## src/rtl/iter_counter.sv

```systemverilog
// Iteration counter for the MDU sequencer: start/busy/done control FSM,
// programmable step, run-time latched configuration, exact clamp to the
// threshold on overshoot and optional auto-reload with a saturating hit count.
module iter_counter #(
  parameter int WIDTH     = 6,
  parameter int RLD_WIDTH = 4
) (
  input  logic                 clk,
  input  logic                 rst,
  input  logic                 clear,
  input  logic                 start,
  input  logic [WIDTH-1:0]     startValue,
  input  logic [WIDTH-1:0]     threshold,
  input  logic [WIDTH-1:0]     stepSize,
  input  logic                 upDown_n,
  input  logic                 autoReload,
  input  logic                 cnt_en,
  output logic [WIDTH-1:0]     countOut,
  output logic                 busy,
  output logic                 done,
  output logic                 terminalCount,
  output logic [RLD_WIDTH-1:0] reloadCount
);

  typedef enum logic [1:0] {S_IDLE, S_RUN, S_DONE} state_t;

  state_t               state, state_nxt;
  logic [WIDTH-1:0]     count_q;
  logic [WIDTH-1:0]     sv_q, thr_q, step_q;
  logic                 up_q, ar_q;
  logic                 tc_q;
  logic [RLD_WIDTH-1:0] rc_q;

  logic [WIDTH:0]       nxt;
  logic                 hit;
  logic                 advance;

  localparam logic [RLD_WIDTH-1:0] RC_ONE = {{(RLD_WIDTH-1){1'b0}}, 1'b1};

  // Candidate next count in WIDTH+1 bits so carry/borrow take part in the hit test
  always_comb begin
    nxt = '0;
    hit = 1'b0;
    if (up_q) begin
      nxt = {1'b0, count_q} + {1'b0, step_q};
      hit = (nxt >= {1'b0, thr_q});
    end else begin
      nxt = {1'b0, count_q} - {1'b0, step_q};
      hit = nxt[WIDTH] || (nxt <= {1'b0, thr_q});
    end
  end

  assign advance = (state == S_RUN) && cnt_en;

  // State register
  always_ff @(posedge clk) begin
    if (rst) state <= S_IDLE;
    else     state <= state_nxt;
  end

  // Next-state: clear beats start beats counting; a non-reloading hit ends the run
  always_comb begin
    state_nxt = state;
    if (clear)                          state_nxt = S_IDLE;
    else if (start)                     state_nxt = S_RUN;
    else if (advance && hit && !ar_q)   state_nxt = S_DONE;
  end

  // Outputs are plain decodes of the registered state
  always_comb begin
    busy = (state == S_RUN);
    done = (state == S_DONE);
  end

  // Count, config latch, terminal pulse and reload counter
  always_ff @(posedge clk) begin
    if (rst) begin
      count_q <= '0;
      sv_q    <= '0;
      thr_q   <= '0;
      step_q  <= '0;
      up_q    <= 1'b0;
      ar_q    <= 1'b0;
      tc_q    <= 1'b0;
      rc_q    <= '0;
    end else if (clear) begin
      count_q <= '0;
      tc_q    <= 1'b0;
    end else if (start) begin
      sv_q    <= startValue;
      thr_q   <= threshold;
      step_q  <= stepSize;
      up_q    <= upDown_n;
      ar_q    <= autoReload;
      count_q <= startValue;
      rc_q    <= '0;
      tc_q    <= 1'b0;
    end else if (advance) begin
      tc_q <= hit;
      if (!hit) begin
        count_q <= nxt[WIDTH-1:0];
      end else if (ar_q) begin
        count_q <= sv_q;
        if (rc_q != '1) rc_q <= rc_q + RC_ONE;
      end else begin
        count_q <= thr_q;
      end
    end else begin
      tc_q <= 1'b0;
    end
  end

  assign countOut      = count_q;
  assign terminalCount = tc_q;
  assign reloadCount   = rc_q;

endmodule
```

## config.mk

```make
export PLATFORM = sky130hd
export DESIGN_NAME = iter_counter
export DESIGN_NICKNAME = d
export VERILOG_FILES = /design/src/rtl/iter_counter.sv
export SDC_FILE = /design/constraint.sdc
export NUM_CORES = 1
export LEC_CHECK = 0
export ABC_AREA = 1
export ABC_CLOCK_PERIOD_IN_PS = 8000
export CORE_MARGIN = 2
export CORE_UTILIZATION = 25
export CTS_BUF_LIST = sky130_fd_sc_hd__clkbuf_4 sky130_fd_sc_hd__clkbuf_8 sky130_fd_sc_hd__clkbuf_16
export CTS_CLUSTER_DIAMETER = 80
export CTS_CLUSTER_SIZE = 40
export DETAILED_ROUTE_END_ITERATION = 12
export DONT_BUFFER_PORTS = 1
export SLEW_MARGIN = 15
export SYNTH_ARGS = -nofsm -noshare
export SYNTH_HDL_FRONTEND = slang
export SYNTH_SLANG_ARGS = --single-unit
```

## constraint.sdc

```tcl
create_clock -name clk -period 8 [get_ports clk]
set_clock_uncertainty 0.15 [all_clocks]
set_input_delay 0.8 -clock clk [delete_from_list [all_inputs] [get_ports clk]]
set_output_delay 0.8 -clock clk [all_outputs]
set_load 0.005 [all_outputs]
```

==> impl_results.md, run 1 <==
* RSZ-0062 raised after global routing: false
* Reg-to-reg slack, setup at 4980 ps
* # clock sinks at 33
* DR vias at 2116
* Highest clock rate at 331 MHz
* Routed length on met1 at 2.71 mm
* Synth Area per Inst at 6.84 um2
* Cell variety after synth at 30
* Vias in the first global route at 2166
* Hold Crit Class: reg2reg
* Syn Inst Count at 337
* Leak at 1.15 nW
* First-pass GRT wire length at 10.1 mm
* Yosys top cell area share at 0.287
* Final net count at 387
* Ys Warns at 0
* Total Wirelength at 6.07 mm
* Peak VDD IR at 0.0796 mV
* Floorplan core area at 9110 um2
* Die height at 100 um
* Max-slew violations at 0
* Pwr Total at 0.456 mW
* Final WS setup at 4980 ps
* Uppermost routed layer: met4
* Worst hold slack at 319 ps
* # Max-Cap Violations at 0
* Setup TNS at 0 ps
* DRT Pass-1 Iters at 4
* Power Density at 183 nW/um2
* CP Class: reg2reg
* Clk_lat worst skew at 280 ps
* Initial core utilization at 0.253
* Die W at 100 um
* CTS clk-pin slew, worst paths at 60 ps
* Io pins at 38
* Worst r2r path cells at 14
* Relative slew slack at 0.444
* CP Capture Point: reloadCount[2]$_SDFFE_PP0P_
* Crit path required time at 8020 ps
* Worst slew pin tran at 833 ps
* Critical Path Start: countOut[0]$_SDFFE_PP0P_
* WL met2 at 2.98 mm
* Area added between synthesis and finish at 8.09%
* Via density at 4.74
* Top_reg_cell synth: dfxtp_1
* Synth top area cells: dfxtp_1, ha_1, nand2_1, a21oi_1, nand3_1
* Reg-to-reg startpoint: countOut[0]$_SDFFE_PP0P_
* DR WL met3 at 250 um
* Area of the mapped netlist at 2300 um2
* Share of layout cells above drive strength 1 at 0.0537
* Share of flip-flops with an asynchronous set or reset at 0
* Antenna violations before repair at 0
* Synthesized flop and latch total at 33
* Antenna viol nets, final at 0
* Antenna diodes at 0
* Starting DRT DRC Count at 101
* Filler cells at 1023
* Top-count cell post-synth: nand2_1
* Number of synthesized flops with an enable pin at 0
* Gr usage total at 0.126
* Grt total ovfl at 0
* Avg WL per Cell at 13.6 um
* CTS Hold Buffers Added at 0
* Postcts setup bufs at 0
* CTS tree: done
* Crit path max fanout at 8
* Critical path arrival at 3040 ps
* Post-DP HPWL at 4.78 mm
* Largest net degree at the start of global routing at 30
* Top cell type by total area after synthesis: dfxtp_1
* Fin. Hold Viols at 0
* # setup viols final at 0
* Tcrit/Tclk final at 0.378
* PostCTS Resize Cnt at 0
* Routability cong. at 0.894
* CTS buffer count at 5
* H-tree levels at 2
* Longest Clk Path Bufs at 2
* Min Tclk post-route at 3020 ps
* Synth top cells by count: nand2_1, inv_1, a21oi_1
* Die area at 10000 um2
* Row count at 35
* Syn_nets at 389
* Setup crit start kind: register
* Remaining DRCs at 0
* Pre-CTS setup slack at 4990 ps
* PortBufs at 0
* Reg2reg end: reloadCount[2]$_SDFFE_PP0P_
* Status: complete, no violations
* Root Driver: clkbuf_8
* Seq/Total Area, Yosys at 0.287
* Worst Setup End Kind: register
## worst min-delay path by stage
stage	from	endpoint	slack (ps)	depth (start not counted)
5_1_grt	sv_q[0]$_SDFFE_PP0P_	sv_q[0]$_SDFFE_PP0P_	330	2
3_3_place_gp	sv_q[1]$_SDFFE_PP0P_	sv_q[1]$_SDFFE_PP0P_	300	2
2_1_floorplan	sv_q[1]$_SDFFE_PP0P_	sv_q[1]$_SDFFE_PP0P_	280	2
4_1_cts	sv_q[0]$_SDFFE_PP0P_	sv_q[0]$_SDFFE_PP0P_	320	2
3_5_place_dp	sv_q[0]$_SDFFE_PP0P_	sv_q[0]$_SDFFE_PP0P_	310	2
6_report	sv_q[0]$_SDFFE_PP0P_	sv_q[0]$_SDFFE_PP0P_	320	2
## cell families (layout without fill, tap and decap cells)
logic type / count (synthesis) / in the layout / synth area share
fa+ha+maj: 27 / 27 / 0.153
flops: 33 / 33 / 0.287
simple gates: 147 / 147 / 0.290
buf+inv: 51 / 49 / 0.0869
compound gates: 75 / 75 / 0.168
xor+xnor: 4 / 4 / 0.0152
## cell usage in the layout (no fill, tap or decap), types with 2 or more instances in the layout
| cell | Yosys | routed |
|---|---|---|
| nor2_1 | 28 | 28 |
| fa_1 | 2 | 2 |
| nor3_1 | 3 | 3 |
| xor2_1 | 3 | 3 |
| clkbuf_8 | 0 | 6 |
| nand3_1 | 31 | 31 |
| o21ai_0 | 30 | 30 |
| a21oi_1 | 39 | 39 |
| and2_1 | 2 | 2 |
| nand2_1 | 68 | 68 |
| nand2_4 | 2 | 2 |
| ha_1 | 25 | 25 |
| inv_1 | 40 | 40 |
| nand4_1 | 6 | 6 |
| o21ai_1 | 3 | 3 |
| dfxtp_1 | 33 | 33 |
| nand2_2 | 2 | 2 |
## final cells by class
| type | instances | area [um2] | area share |
|---|---|---|---|
| multi-input cells | 253 | 1440 | 0.580 |
| flip-flops and latches | 33 | 661 | 0.265 |
| inverters | 42 | 158 | 0.0633 |
| well taps | 111 | 139 | 0.0558 |
| clock buffers | 7 | 90.1 | 0.0362 |
## registers in the layout (all words and copies together), names as in the netlist
signal         count
ar_q               1
countOut           6
reloadCount        4
state              2
step_q             6
sv_q               6
terminalCount      1
thr_q              6
up_q               1
## where the power goes
group	switching [mW]	leakage [nW]	internal, mW
Combinational	0.0913	0.833	0.0521
Clock	0.0567	0.0477	0.0716
Sequential	0.00995	0.271	0.174
## routing by layer
| layer | GRT usage | up-vias |
|---|---|---|
| met5 | 0 | - |
| met4 | 0.0474 | 0 |
| met3 | 0.0286 | 12 |
| met2 | 0.221 | 44 |
| met1 | 0.150 | 951 |
| li1 | - | 1109 |
## stage by stage
step | cells | instance area, um2 | util
after floorplan | 337 | 2300 | -
after global placement | 439 | 2400 | 0.264
after detailed placement | 439 | 2400 | 0.264
after CTS | 446 | 2490 | 0.273
after global routing | 446 | 2490 | 0.273
final | 446 | 2490 | 0.273
## worst max-delay path, stage by stage, from the launching register on
cell,delay [ps]
dfxtp_1,350
ha_1,280
fa_1,440
xnor2_1,320
ha_1,330
a21oi_1,150
nand3_1,80
nand2_1,60
nand2_1,70
nand2_1,110
nand3_4,130
nand3b_2,130
nand2_4,80
a21oi_1,170
nor2_1,60
Power figures use the tool's default switching activity.
==> run 2: changes to the inputs <==
- ABC_CLOCK_PERIOD_IN_PS: 8000 -> 2800
- clock period: 8 -> 2.8 ns (I/O delays scaled with it)
==> run 2 against run 1 <==
Against the previous run:
- the flow now finishes with violations (setup timing)
- cell area is 13% higher
- fmax increased by 7.3%
- cell count is 5.2% higher
- sequential power grew to 2.9 times the previous value
- combinational power rose to 3.5 times the previous value
==> impl_results.md, run 2 (synthesis gave the netlist of run 1 again) <==
* Peak VDD IR at 0.251 mV (+220%)
* Antenna viol nets, final at 0 (unchanged)
* Worst stage delay on the critical path at 370 ps (-70 ps)
* Die area at 10000 um2 (unchanged)
* # setup viols final at 1 (+1)
* Longest Clk Path Bufs at 2 (unchanged)
* CTS tree: done
* Status: finished with violations
* Power Density at 507 nW/um2 (+180%)
* Most used cell, CP: inv_2
* Tcrit/Tclk final at 1.01 (+0.628)
* Fin. Hold Viols at 0 (unchanged)
* Share of layout cells above drive strength 1 at 0.184 (+0.131)
* Clk_lat worst skew at 290 ps (about the same)
* Remaining DRCs at 0 (unchanged)
* Io pins at 38 (unchanged)
* Most common cell after layout, fill and taps aside: nand2_1
* PortBufs at 0 (unchanged)
* Setup crit start kind: register
* Filler cells at 992 (-3.0%)
* Floorplan core area at 9110 um2 (unchanged)
* Pwr Total at 1.43 mW (+210%)
* Crit-path cells: inv_2 -> ha_4 -> inv_2 -> fa_2 -> inv_2 -> o21ai_2 -> xor2_1 -> ha_1 -> nand2_1 -> inv_2 -> nand3_2 -> o21ai_2 -> nor2_1 -> nand2_2 -> nand2_4 -> nor2_1 -> nand2_1 -> nand2_1 -> a21oi_1
* CTS buffer count at 5 (unchanged)
* Highest clock rate at 355 MHz (+7.3%)
* Via density at 4.74 (-0.19%)
* Final net count at 409 (+5.7%)
* Failing checks: setup timing
* Routability cong. at 0.924 (+3.3%)
* Initial core utilization at 0.253 (unchanged)
* Final std cells w/o fill at 469 (+5.2%)
* Vias in the first global route at 2154 (-0.55%)
* CTS clk-pin slew, worst paths at 70 ps (about the same)
* H-tree levels at 2 (unchanged)
* Placed cell count at 453 (+3.2%)
* # Max-Cap Violations at 0 (unchanged)
* Root Driver: clkbuf_8
* # clock sinks at 33 (unchanged)
* Total Wirelength at 6.44 mm (+6.0%)
* DRT Pass-1 Iters at 4 (unchanged)
* Antenna diodes at 0 (unchanged)
* Crit path required time at 2810 ps (-5210 ps)
* DR vias at 2221 (+5.0%)
* Final WS setup at -14.8 ps (-4990 ps)
* Family with the most delay on the worst path: adder cells
* Antenna violations before repair at 0 (unchanged)
* Hold Crit Class: in2reg
* Starting DRT DRC Count at 108 (+6.9%)
* Avg WL per Cell at 13.7 um (+0.83%)
* First-pass GRT wire length at 10.6 mm (+5.5%)
* Commonest cells after routing, fill and taps aside: nand2_1, inv_1, a21oi_1
* Post-DP HPWL at 4.94 mm (+3.4%)
* Critical path's slowest cell: fa_2
* Min Tclk post-route at 2810 ps (-205 ps)
* Largest net degree at the start of global routing at 28 (-6.7%)
* RSZ-0062 raised after global routing: true
* Worst slew pin tran at 620 ps (-212 ps)
* Worst Setup End Kind: register
* Gr usage total at 0.133 (+0.00725)
* Leak at 1.29 nW (+12%)
* Dpl cell area at 2510 um2 (+4.4%)
* Critical path arrival at 2820 ps (-220 ps)
* Die W at 100 um (unchanged)
* Max-slew violations at 0 (unchanged)
* Setup TNS at -14.8 ps (-14.8 ps)
* CP Class: reg2reg
* Worst path buffer plus inverter count at 4 (+4)
* Grt total ovfl at 0 (unchanged)
* Reg-to-reg slack, setup at -10 ps (-4990 ps)
* Design Area, Final at 2810 um2 (+13%)
* Worst hold slack at 25.3 ps (-294 ps)
* Die height at 100 um (unchanged)
* Relative slew slack at 0.586 (+0.142)
* Row count at 35 (unchanged)
* Area added between synthesis and finish at 22.0%
* Crit path max fanout at 8 (unchanged)
run 2: worst paths after layout:
check / depth (start not counted) / end / start
max reg2reg: 19 / state[0]$_SDFFE_PP0P_ / countOut[0]$_SDFFE_PP0P_
min reg2reg: 2 / state[1]$_SDFFE_PP0P_ / state[1]$_SDFFE_PP0P_
max: 19 / state[0]$_SDFFE_PP0P_ / countOut[0]$_SDFFE_PP0P_
min: 3 / state[1]$_SDFFE_PP0P_ / rst
run 2: routing by layer:
metal	part of all wire	vias up	global-route usage
li1	-	1157	-
met1	0.45	1007	0.165
met2	0.49	49	0.229
met4	0.018	0	0.0495
met3	0.045	8	0.0272
met5	0	-	0
run 2: layout make-up:
class	count	area (um2)	area share
repair buffers	22	181	0.0645
clock inverters	1	5.00	0.00178
well taps	111	139	0.0494
multi-input cells	253	1570	0.557
inverters	42	158	0.0560
clock buffers	7	96.3	0.0343
flip-flops and latches	33	666	0.237
run 2: worst min-delay path, stage by stage:
cell and delay [ps]:
nor2_1 30, nand2_1 70, a21oi_1 40
run 2: power breakdown:
part           switching (mW)  internal [mW]
Clock                   0.178          0.222
Combinational           0.295          0.205
Sequential             0.0271          0.498
Total                   0.500          0.926
run 2: timing repair:
item                                    CTS  global route
pin swaps                                 2            14
endpoints found under the hold margin     4             0
gates resized for setup                   6            31
endpoints found under the setup margin   12            13
hold buffers                              5             0
setup buffers                             1             2
cloned                                    0             0
run 2: stage by stage:
step / setup WS (ps) / utilization
3_5_place_dp: -96.5 / 0.275
3_3_place_gp: -19.2 / 0.275
2_1_floorplan: 134 / -
4_1_cts: 2.60 / 0.295
6_report: -14.8 / 0.309
5_1_grt: -171 / 0.309
==> run 3: changes to the inputs <==
- ABC_AREA: 1 -> unset
- ABC_CLOCK_PERIOD_IN_PS: 2800 -> unset
==> run 3 against run 2 <==
Against the previous run:
- the run ends with hold timing, setup timing left
- global-route usage increased by 2.2 points
- cell area increased by 18%
- total power increased by 0.88%
==> impl_results.md, run 3 <==
* Number of synthesized flops with an enable pin at 0 (unchanged)
* Most used cell, CP: o21a_1
* P_int at 0.942 mW (+1.7%)
* DRT Pass-1 Iters at 5 (+1)
* Synth top area cells: dfxtp_1, ha_1, nand2_1, a21oi_1, inv_1
* CP Class: reg2reg
* Mux share of post-synthesis cell area at 0.0214 (+0.0214)
* Share of flip-flops with an asynchronous set or reset at 0 (unchanged)
* Crit path max fanout at 6 (-2)
* Io pins at 38 (unchanged)
* Vias in the first global route at 2391 (+11%)
* Initial core utilization at 0.258 (+0.00466)
* Worst slew pin tran at 869 ps (+249 ps)
* Design Area, Final at 3330 um2 (+18%)
* Synthesized flop and latch total at 33 (unchanged)
* Via density at 5.01 (+5.7%)
* Seq/Total Area, Yosys at 0.276 (-0.0105)
* Remaining DRCs at 0 (unchanged)
* Die height at 102 um (+1.8%)
* Top-count cell post-synth: nand2_1
* Seq pwr share at 0.356 (-0.012)
* Syn_nets at 354 (-9.0%)
* Synth top cells by count: nand2_1, dfxtp_1, a21oi_1
* Gr usage total at 0.156 (+0.0224)
* Post-DP HPWL at 5.59 mm (+13%)
* Antenna viol nets, final at 0 (unchanged)
* Antenna violations before repair at 0 (unchanged)
* Worst path buffer plus inverter count at 2 (-2)
* Synth Area in Compound Gates at 0.240 (+0.0723)
* Yosys top cell area share at 0.276 (-0.0105)
* Leak at 1.35 nW (+4.8%)
* Worst hold slack at -2.45 ps (-27.8 ps)
* Cell variety after synth at 55 (+83%)
* DR vias at 2443 (+10%)
* Clk_lat worst skew at 310 ps (+20 ps)
* Hold Crit Class: in2reg
* Final net count at 410 (+0.24%)
* Largest net degree at the start of global routing at 21 (-25%)
* Die W at 102 um (+1.8%)
* Pre-CTS setup slack at -304 ps (-207 ps)
* Setup TNS at -3400 ps (-3390 ps)
* Fin. Hold Viols at 1 (+1)
* Family with the most delay on the worst path: compound AO/OA/AOI/OAI gates
* RSZ-0062 raised after global routing: true
* Setup crit start kind: register
* Power Density at 432 nW/um2 (-15%)
* Routability cong. at 0.866 (-6.2%)
* Floorplan core area at 9280 um2 (+1.9%)
* # clock sinks at 33 (unchanged)
* PortBufs at 0 (unchanged)
* Clock power frac at 0.281 (about the same)
* Crit path required time at 2820 ps (about the same)
* Critical path arrival at 3140 ps (+320 ps)
* Starting DRT DRC Count at 214 (+98%)
* Relative slew slack at 0.421 (-0.165)
* Dpl cell area at 2820 um2 (+13%)
* Die area at 10400 um2 (+3.6%)
* P_sw at 0.497 mW (-0.59%)
* Area of the mapped netlist at 2390 um2 (+3.8%)
* Top_reg_cell synth: dfxtp_1
* Row count at 35 (unchanged)
* Worst Setup End Kind: register
* Top cell type by total area after synthesis: dfxtp_1
* Peak VDD IR at 0.222 mV (-12%)
* Filler cells at 985 (-0.71%)
* # setup viols final at 13 (+12)
* Ys Warns at 0 (unchanged)
* H-tree levels at 2 (unchanged)
* CTS clk-pin slew, worst paths at 80 ps (about the same)
* Largest family of logic cells by synthesized area: compound AO/OA/AOI/OAI gates
* Synth Area per Inst at 7.92 um2 (+16%)
* Worst stage delay on the critical path at 340 ps (-30 ps)
* Longest Clk Path Bufs at 2 (unchanged)
* Min Tclk post-route at 3120 ps (+303 ps)
* Avg WL per Cell at 16.1 um (+17%)
* Max-slew violations at 0 (unchanged)
* Grt total ovfl at 0 (unchanged)
* Share of layout cells above drive strength 1 at 0.259 (+0.0747)
* Antenna diodes at 0 (unchanged)
* Placed cell count at 454 (+0.22%)
* CTS buffer count at 5 (unchanged)
* Most common cell after layout, fill and taps aside: nand2_1
* Commonest cells after routing, fill and taps aside: nand2_1, buf_4, dfxtp_1
* Tcrit/Tclk final at 1.11 (+0.108)
* Final std cells w/o fill at 488 (+4.1%)
* CTS tree: done
* Root Driver: clkbuf_8
* Simple-gate share of the synthesized area at 0.225 (-0.0650)
* Syn Inst Count at 302 (-10%)
* Area added between synthesis and finish at 39.2%
* Final WS setup at -317 ps (-303 ps)
* # Max-Cap Violations at 0 (unchanged)
* Failing checks: hold timing, setup timing
* Xor-xnor portion of the synthesized cell area at 0.0256 (+0.0104)
* Critical path's slowest cell: dfxtp_2
* Crit-path cells: inv_2 -> ha_4 -> nor2b_4 -> o21a_1 -> o21a_1 -> or2_4 -> a21oi_4 -> xnor2_2 -> ha_1 -> and4_1 -> nand3_2 -> o2111ai_4 -> a21o_1 -> buf_6 -> nand4_1 -> o311ai_2
* Total Wirelength at 7.83 mm (+22%)
* Sw Ratio at 0.346 (-0.00514)
* Post-Synth Adder-Cell Area at 0.147 (-0.00560)
* Status: finished with violations
* First-pass GRT wire length at 12.6 mm (+18%)
* Comb pwr share at 0.364 (+0.013)
* Highest clock rate at 321 MHz (-9.7%)
run 3: stage by stage:
step | power [mW] | utilization
after floorplan | 0.791 | -
after global placement | 0.898 | 0.304
after detailed placement | 0.902 | 0.304
after global routing | 1.50 | 0.359
final | 1.44 | 0.359
after CTS | 1.38 | 0.347
run 3: repair_timing:
action | in CTS | in global routing
gates cloned | 1 | 0
endpoints found under the hold margin | 21 | 0
setup endpoints to repair | 13 | 13
buffers inserted | 2 | 1
hold buffers | 22 | 0
pin swaps | 19 | 11
gates resized for setup | 16 | 19
run 3: layout make-up:
| class | instances | area [um2] | area share |
|---|---|---|---|
| inverter | 20 | 75.1 | 0.0225 |
| sequential | 33 | 668 | 0.201 |
| clock inverter | 2 | 13.8 | 0.00413 |
| timing repair buffer | 65 | 571 | 0.171 |
| multi-input combinational | 233 | 1760 | 0.528 |
| clock buffer | 6 | 82.6 | 0.0248 |
| tap | 129 | 161 | 0.0485 |
run 3: power by group through the flow:
stage,combinational [mW],clock [mW],sequential (mW)
final,0.523,0.404,0.512
after global routing,0.561,0.427,0.515
after CTS,0.462,0.409,0.511
after detailed placement,0.380,0,0.522
after global placement,0.377,0,0.521
after floorplan,0.274,0,0.517
run 3: worst paths after layout:
| check | from | endpoint | slack, ps | cells past startpoint |
|---|---|---|---|---|
| setup / recovery | step_q[1]$_SDFFE_PP0P_ | countOut[0]$_SDFFE_PP0P_ | -320 | 16 |
| hold / removal | start | countOut[5]$_SDFFE_PP0P_ | -2 | 2 |
| setup reg to reg | step_q[1]$_SDFFE_PP0P_ | countOut[0]$_SDFFE_PP0P_ | -320 | 16 |
| hold reg to reg | thr_q[5]$_SDFFE_PP0P_ | thr_q[5]$_SDFFE_PP0P_ | 310 | 2 |
run 3: logic make-up (layout without fill, tap and decap cells):
group           Yosys count  in the layout
flops                    33             33
fa+ha+maj                27             27
compound gates           83             83
buf+inv                  36             93
xor+xnor                  7              7
simple gates            111            111
mux                       5              5
run 3: layer usage:
| metal | routed length [um] | track usage | vias to the layer above |
|---|---|---|---|
| li1 | - | - | 1191 |
| met1 | 3510 | 0.209 | 1162 |
| met2 | 3670 | 0.258 | 80 |
| met3 | 511 | 0.0301 | 10 |
| met4 | 146 | 0.0400 | 0 |
| met5 | 0 | 0 | - |
